File: config.mk
export PLATFORM = sky130hd
export DESIGN_NAME = multicycle_controller
export DESIGN_NICKNAME = d
export VERILOG_FILES = /design/src/rtl/multicycle_controller.sv
export SDC_FILE = /design/constraint.sdc
export NUM_CORES = 1
export LEC_CHECK = 0
export ABC_AREA = 1
export ABC_CLOCK_PERIOD_IN_PS = 2700
export CORE_UTILIZATION = 40
export CTS_CLUSTER_DIAMETER = 150
export DETAILED_ROUTE_END_ITERATION = 7
export PLACE_DENSITY = 0.83
export SLEW_MARGIN = 20
export SYNTH_ARGS = -nofsm -noshare
export SYNTH_HDL_FRONTEND = slang
export SYNTH_SLANG_ARGS = --single-unit
File: constraint.sdc
create_clock -name clk -period 2.7 [get_ports clk]
set_input_delay 0.54 -clock clk [delete_from_list [all_inputs] [get_ports clk]]
set_output_delay 0.54 -clock clk [all_outputs]
set_load 0.005 [all_outputs]
File: src/rtl/multicycle_controller.sv
// Multicycle MIPS control unit: Moore FSM sequencing fetch, decode, execute, memory and
// writeback, with optional addi/j/bne support and an optional memory-ready stall handshake.
module multicycle_controller #(
  parameter bit SUPPORT_ADDI  = 1'b1,
  parameter bit SUPPORT_J     = 1'b1,
  parameter bit SUPPORT_BNE   = 1'b1,
  parameter bit MEM_HANDSHAKE = 1'b1
) (
  input  logic       clk,
  input  logic       reset,
  input  logic [5:0] op,
  input  logic [5:0] funct,
  input  logic       zero,
  input  logic       mem_ready,
  output logic       memtoreg,
  output logic       regdst,
  output logic       iord,
  output logic       alusrca,
  output logic [1:0] alusrcb,
  output logic [1:0] pcsrc,
  output logic       irwrite,
  output logic       memwrite,
  output logic       regwrite,
  output logic       pcen,
  output logic [2:0] alucont,
  output logic       illegal,
  output logic [3:0] state
);

  localparam logic [5:0] OP_RTYPE = 6'b000000;
  localparam logic [5:0] OP_LW    = 6'b100011;
  localparam logic [5:0] OP_SW    = 6'b101011;
  localparam logic [5:0] OP_BEQ   = 6'b000100;
  localparam logic [5:0] OP_BNE   = 6'b000101;
  localparam logic [5:0] OP_ADDI  = 6'b001000;
  localparam logic [5:0] OP_J     = 6'b000010;

  typedef enum logic [3:0] {
    FETCH  = 4'd0,  DECODE = 4'd1,  MEMADR = 4'd2,  MEMRD  = 4'd3,
    MEMWB  = 4'd4,  MEMWR  = 4'd5,  EXEC   = 4'd6,  ALUWB  = 4'd7,
    BRANCH = 4'd8,  ADDIEX = 4'd9,  ADDIWB = 4'd10, JUMP   = 4'd11
  } state_e;

  typedef enum logic [1:0] {
    ALU_ADD   = 2'b00,
    ALU_SUB   = 2'b01,
    ALU_FUNCT = 2'b10
  } aluop_e;

  state_e state_q, state_d;
  aluop_e aluop;
  logic   ready;
  logic   op_legal;
  logic   taken;
  logic   pcwrite;
  logic   branch;
  logic   fetch_wr;

  assign ready = MEM_HANDSHAKE ? mem_ready : 1'b1;
  assign taken = (SUPPORT_BNE && (op == OP_BNE)) ? ~zero : zero;

  always_comb begin
    op_legal = 1'b0;
    case (op)
      OP_LW, OP_SW, OP_RTYPE, OP_BEQ: op_legal = 1'b1;
      OP_BNE:  op_legal = SUPPORT_BNE;
      OP_ADDI: op_legal = SUPPORT_ADDI;
      OP_J:    op_legal = SUPPORT_J;
      default: op_legal = 1'b0;
    endcase
  end

  always_comb begin
    state_d = FETCH;
    case (state_q)
      FETCH:  state_d = ready ? DECODE : FETCH;
      DECODE: begin
        if (op_legal) begin
          case (op)
            OP_LW, OP_SW:   state_d = MEMADR;
            OP_RTYPE:       state_d = EXEC;
            OP_BEQ, OP_BNE: state_d = BRANCH;
            OP_ADDI:        state_d = ADDIEX;
            OP_J:           state_d = JUMP;
            default:        state_d = FETCH;
          endcase
        end
      end
      MEMADR: state_d = (op == OP_LW) ? MEMRD : MEMWR;
      MEMRD:  state_d = ready ? MEMWB : MEMRD;
      MEMWR:  state_d = ready ? FETCH : MEMWR;
      EXEC:   state_d = ALUWB;
      ADDIEX: state_d = ADDIWB;
      // single-step states and the unused encodings 12-15 all return to FETCH
      default: state_d = FETCH;
    endcase
  end

  always_ff @(posedge clk or posedge reset) begin
    if (reset) state_q <= FETCH;
    else       state_q <= state_d;
  end

  always_comb begin
    memtoreg = 1'b0;
    regdst   = 1'b0;
    iord     = 1'b0;
    alusrca  = 1'b0;
    alusrcb  = 2'b00;
    pcsrc    = 2'b00;
    memwrite = 1'b0;
    regwrite = 1'b0;
    pcwrite  = 1'b0;
    branch   = 1'b0;
    fetch_wr = 1'b0;
    illegal  = 1'b0;
    aluop    = ALU_ADD;
    case (state_q)
      FETCH:  begin alusrcb = 2'b01; fetch_wr = ready; end
      DECODE: begin alusrcb = 2'b11; illegal = ~op_legal; end
      MEMADR: begin alusrca = 1'b1; alusrcb = 2'b10; end
      MEMRD:  iord = 1'b1;
      MEMWB:  begin memtoreg = 1'b1; regwrite = 1'b1; end
      MEMWR:  begin iord = 1'b1; memwrite = 1'b1; end
      EXEC:   begin alusrca = 1'b1; aluop = ALU_FUNCT; end
      ALUWB:  begin regdst = 1'b1; regwrite = 1'b1; end
      BRANCH: begin alusrca = 1'b1; aluop = ALU_SUB; pcsrc = 2'b01; branch = 1'b1; end
      ADDIEX: begin alusrca = 1'b1; alusrcb = 2'b10; end
      ADDIWB: regwrite = 1'b1;
      JUMP:   begin pcsrc = 2'b10; pcwrite = 1'b1; end
      default: ;
    endcase
  end

  // reset only holds state_q at FETCH; the ready-qualified FETCH strobes need explicit gating
  assign irwrite = ~reset & fetch_wr;
  assign pcen    = ~reset & (fetch_wr | pcwrite | (branch & taken));

  always_comb begin
    alucont = 3'b010;
    case (aluop)
      ALU_SUB: alucont = 3'b110;
      ALU_FUNCT: begin
        case (funct)
          6'b100000: alucont = 3'b010;
          6'b100010: alucont = 3'b110;
          6'b100100: alucont = 3'b000;
          6'b100101: alucont = 3'b001;
          6'b101010: alucont = 3'b111;
          default:   alucont = 3'b010;
        endcase
      end
      default: alucont = 3'b010;
    endcase
  end

  assign state = state_q;

endmodule

### After elaboration in Yosys (flattened, before gate mapping)

Index checks and enable logic that the tools add are counted.

| word-level totals | value |
|---|---|
| bits of input ports | 16 |
| word-level logic and storage cells | 65 |
| output and inout port bits | 20 |
| register bits | 4 |

| cells by class | value |
|---|---|
| muxes and demuxes | 24 |
| reduce and logical (&&, ||, !) cells | 9 |
| equal/unequal tests | 23 |
| bitwise logic cells | 8 |

Operator list:

| operator | count |
|---|---|
| 6-bit == test, second input constant | 6 |
| 4-bit one-hot mux with 7 select lines | 1 |
| 4-bit one-hot mux with 5 select lines | 1 |
| 4-bit by 3-bit == test with 1-bit output, second input constant | 4 |
| 4-bit == test, second input constant | 4 |
| 1-bit two-way mux | 13 |
| 6-bit by 3-bit == test with 1-bit output, second input constant | 2 |
| 3-bit one-hot mux with 4 select lines | 1 |
| 3-bit two-way mux | 3 |
| 4-bit by 2-bit == test with 1-bit output, second input constant | 2 |
| 2-bit one-hot mux with 2 select lines | 2 |
| 2-bit OR reduction | 4 |
| 7-bit OR reduction | 1 |
| 6-bit by 2-bit == test with 1-bit output, second input constant | 1 |
| 6-bit by 4-bit == test with 1-bit output, second input constant | 1 |
| 6-bit zero test | 1 |
| 2-bit one-hot mux with 3 select lines | 1 |
| 3-bit one-hot mux with 2 select lines | 1 |
| 4-bit by 1-bit == test with 1-bit output, second input constant | 1 |
| 4-bit zero test | 1 |
| 4-bit two-way mux | 1 |
| 4-bit OR reduction | 1 |
| 1-bit bitwise AND | 3 |
| 1-bit inverter | 3 |
| 4 further kinds | 5 |

### Logic depth before layout (Yosys ltp)

| depth | value |
|---|---|
| depth after elaboration | 5 |
| mapped depth | 10 |
| depth with buffers taken out | 10 |

### Worst setup path after synthesis

OpenSTA, ideal clock, no wires.

| timing | value |
|---|---|
| path kind | register to output |
| from | register state_q[1], in the netlist state[1] |
| to | output alucont[0] |
| stages on the path, launching flop included | 8 |
| path slack | 0.645 ns |
| data arrival time | 1.515 ns |
| data required time | 2.160 ns |
| buffers on the path | 0 |
| cells stage by stage | dfrtp_1 nor2_1 inv_1 nor2_2 inv_1 ha_1 nand2_1 o31ai_1 |

| between the ends | value |
|---|---|
| longest elaborated chain between the ends | 4 |
| elaborated cells between the ends (all ways) | 6 |
| classes of those cells | eq/ne (4); mux (2) |

RTL lines:

| what | line | text |
|---|---|---|
| start: declaration | 50 | `state_e state_q, state_d;` |
| start signal: assignment | 101 | `else state_q <= state_d;` |
| 4-bit == test or 4-bit by 3-bit == test with 1-bit output (tied branches) | 118 | `case (state_q)` |
| 2-bit one-hot mux with 2 select lines * | 118 |  |
| 2-bit == test or 2-bit by 1-bit == test with 1-bit output (tied branches) | 141 | `case (aluop)` |
| 3-bit one-hot mux with 2 select lines * | 141 |  |
| end: declaration | 25 | `output logic [2:0] alucont,` |

Mark *: on every way between the ends. The rest lies on a longest branch, timed or not.

### Worst setup path in the final report

| timing | value |
|---|---|
| from | input op[3] |
| to | output illegal |

| between the ends | value |
|---|---|
| longest elaborated chain between the ends | 5 |
| elaborated cells between the ends (all ways) | 11 |
| classes of those cells | eq/ne (6); mux (2); bitwise (1); reduce/logical (2) |

RTL lines:

| what | line | text |
|---|---|---|
| start: declaration | 11 | `input logic [5:0] op,` |
| 6-bit by 3-bit == test with 1-bit output (tied with other cells) | 64 | `case (op)` |
| 7-bit OR reduction (no source line) * | - |  |
| 1-bit two-way mux * | 64 |  |
| 1-bit inverter * | 120 | `DECODE: begin alusrcb = 2'b11; illegal = ~op_legal; end` |
| 1-bit two-way mux * | 118 |  |
| end: declaration | 26 | `output logic illegal,` |

Marked as above.

==> impl_metrics.env <==
export IMPL_status="finished clean"
export IMPL_met2WireLength_microns=1000
export IMPL_ir_worst_vdd_mv=0.317
export IMPL_cts_htree_levels=1
export IMPL_drive_gt1_share_pct=14.5
export IMPL_start_util_pct=42.6
export IMPL_synth_seq_area_share_pct=15.8
export IMPL_core_area_sq_um=1490
export IMPL_root_buffer="clkbuf_4"
export IMPL_wl_met1_microns=748
export IMPL_ff2ff_setup_slack_ns=1.47
export IMPL_finalSetupViolCount=0
export IMPL_antenna_found_initial=0
export IMPL_cp_required_ns=2.16
export IMPL_cts_buffer_depth=2
export IMPL_syn_area_sq_um=634
export IMPL_grt_pass1_wl_microns=3400
export IMPL_fin_ws_ns=0.0724
export IMPL_cp_max_fo=4
export IMPL_ys_ff_latch=4
export IMPL_drt_iter0_drc=22
export IMPL_hold_viol_final=0
export IMPL_tightest_slew_ns=0.302
export IMPL_grt_pass1_vias=855
export IMPL_start_kind="primary input"
export IMPL_route_met3_wl_microns=114
export IMPL_crit_path_end_kind="output port"
export IMPL_regToRegEndpoint="state[2]"
export IMPL_route_detailed_drc=0
export IMPL_syn_inst=117
export IMPL_synthTopCellsByArea="dfrtp_1, inv_1, nand2_1"
export IMPL_pre_cts_slack_ns=-0.00830
export IMPL_syn2layout_area_growth_pct=69.6
export IMPL_pin_count=36
export IMPL_ys_warn_count=0
export IMPL_n_fill_cell=140
export IMPL_synth_async_reset_ratio_pct=100
export IMPL_worstReg2RegStart="state[3]"
export IMPL_dieWidth_microns=41.8
export IMPL_yosysTopAreaCellShare_pct=15.8
export IMPL_synth_fp_nets=136
export IMPL_drv_slew=0
export IMPL_dr_pass1_iters=5
export IMPL_io_buffer_count=35
export IMPL_clock_sinks=4
export IMPL_fmaxAchievable_mhz=381
export IMPL_gp_congestion=0.853
export IMPL_hp_class="primary input to async pin"
export IMPL_leakagePower_uw=0.000590
export IMPL_clk_transition_reported_paths_ns=0.04
export IMPL_post_route_period_util_pct=97.3
export IMPL_drt_wirelength_per_cell_microns=10.9
export IMPL_final_antenna_net_count=0
export IMPL_largest_register_ffs=4
export IMPL_drv_cap=0
export IMPL_finalClockSkew_ns=0.00382
export IMPL_post_cts_buffers=0
export IMPL_netlist_cell_type_count=14
export IMPL_grt_setup_unrepaired="no"
export IMPL_nets=180
export IMPL_diodes=0
export IMPL_synth_edff_count=0
export IMPL_highest_layer="met4"
export IMPL_place_area_sq_um=1030
export IMPL_synthTopCellsByCount="inv_1, nand2_1, nor2_1"
export IMPL_dieArea_sq_um=1750
export IMPL_cts_buffers=3
export IMPL_synthFlopType="dfrtp_1"
export IMPL_min_period_ns=2.63
export IMPL_die_h_microns=41.8
export IMPL_grt_max_degree=7
export IMPL_final_area_sq_um=1080
export IMPL_dp_hpwl_microns=1590
export IMPL_relSlewSlack_pct=79.8
export IMPL_vias=868
export IMPL_routed_wl_microns=1910
export IMPL_synth_avg_cell_area_sq_um=5.42
export IMPL_reg2reg_depth=5
export IMPL_worstPathArrival_ns=2.09
export IMPL_vias_per_cell=4.96
export IMPL_grt_ovfl_total=0
export IMPL_cts_hold_fix_buffers=0
export IMPL_clock_latency_ns=0.24
export IMPL_critPathKind="primary input to output port"
export IMPL_gr_usage_all_layers_pct=25.0
export IMPL_num_rows=14
export IMPL_p_per_area_nw_per_um2=423
export IMPL_yosys_area_top_type="dfrtp_1"
export IMPL_cts_tree="yes"
-- critical path, stage by stage --
cell	delay [ns]
clkdlybuf4s50_1	0.47
nor2_1	0.24
nand4_1	0.19
nand3_1	0.17
nor3_2	0.05
clkdlybuf4s50_1	0.44
-- where the power goes --
group	switching [uW]	internal, uW	leakage, uW	total, uW
Combinational	139	152	0.000524	291
Clock	25.4	49.7	0.0000138	75.2
Sequential	18.0	71.5	0.0000524	89.5
-- cells by family after synthesis --
family,count (synthesis),synth area share (%)
and+or+nand+nor,73,54.4
buffers and inverters,29,17.2
AOI/OAI and AO/OA,8,6.71
DFF,4,15.8
adders and majority gates,3,5.92
-- stage by stage --
step | TNS, ns | util [%] | hold WS (ns) | power, uW | std cells
floorplan | 0 | - | 0.306 | 223 | 117
global placement | 0 | 69.5 | 0.689 | 370 | 172
detailed placement | -0.00830 | 69.5 | 0.702 | 375 | 172
CTS | 0 | 71.3 | 0.578 | 454 | 175
global route | 0 | 72.3 | 0.597 | 488 | 175
finish | 0 | 72.3 | 0.563 | 455 | 175
-- timing repair --
action	CTS	global route
gates resized for setup	5	5
setup endpoints to repair	3	2
pin swaps	0	0
-- metal layers --
layer / up-vias / track usage, %
met5: - / 0
met2: 36 / 48.4
li1: 449 / -
met3: 5 / 2.61
met1: 378 / 26.4
met4: 0 / 11.6
-- cells in the final DEF (no fill, tap or decap) --
master           count
a21oi_1              3
buf_4                4
clkbuf_4             3
clkdlybuf4s50_1     30
dfrtp_1              3
dfrtp_2              1
dlygate4sd2_1        2
dlymetal6s2s_1       3
ha_1                 3
inv_1               24
inv_2                5
nand2_1             24
nand3_1             15
nand4_1              7
nor2_1              17
nor2_2               7
nor2_4               1
nor2_8               1
nor3_2               1
o21ai_0              4
o31ai_1              1
-- cell type report --
cell class / count / area, sq um / area share [%]
Multi-Input combinational cell: 84 / 438 / 40.7
Timing Repair Buffer: 39 / 385 / 35.8
Inverter: 29 / 109 / 10.1
Sequential cell: 4 / 101 / 9.42
Clock buffer: 3 / 22.5 / 2.09
Tap cell: 16 / 20.0 / 1.86
-- worst max-delay path by stage --
stage | startpoint | to | slack (ns)
final | op[3] | illegal | 0.07
after global routing | op[3] | illegal | 0.004
after CTS | op[5] | pcen | 0.07
after detailed placement | op[5] | pcen | -0.008
after global placement | op[5] | pcen | 0.04
after floorplan | state[1] | alucont[0] | 0.64
Power figures use the tool's default switching activity.
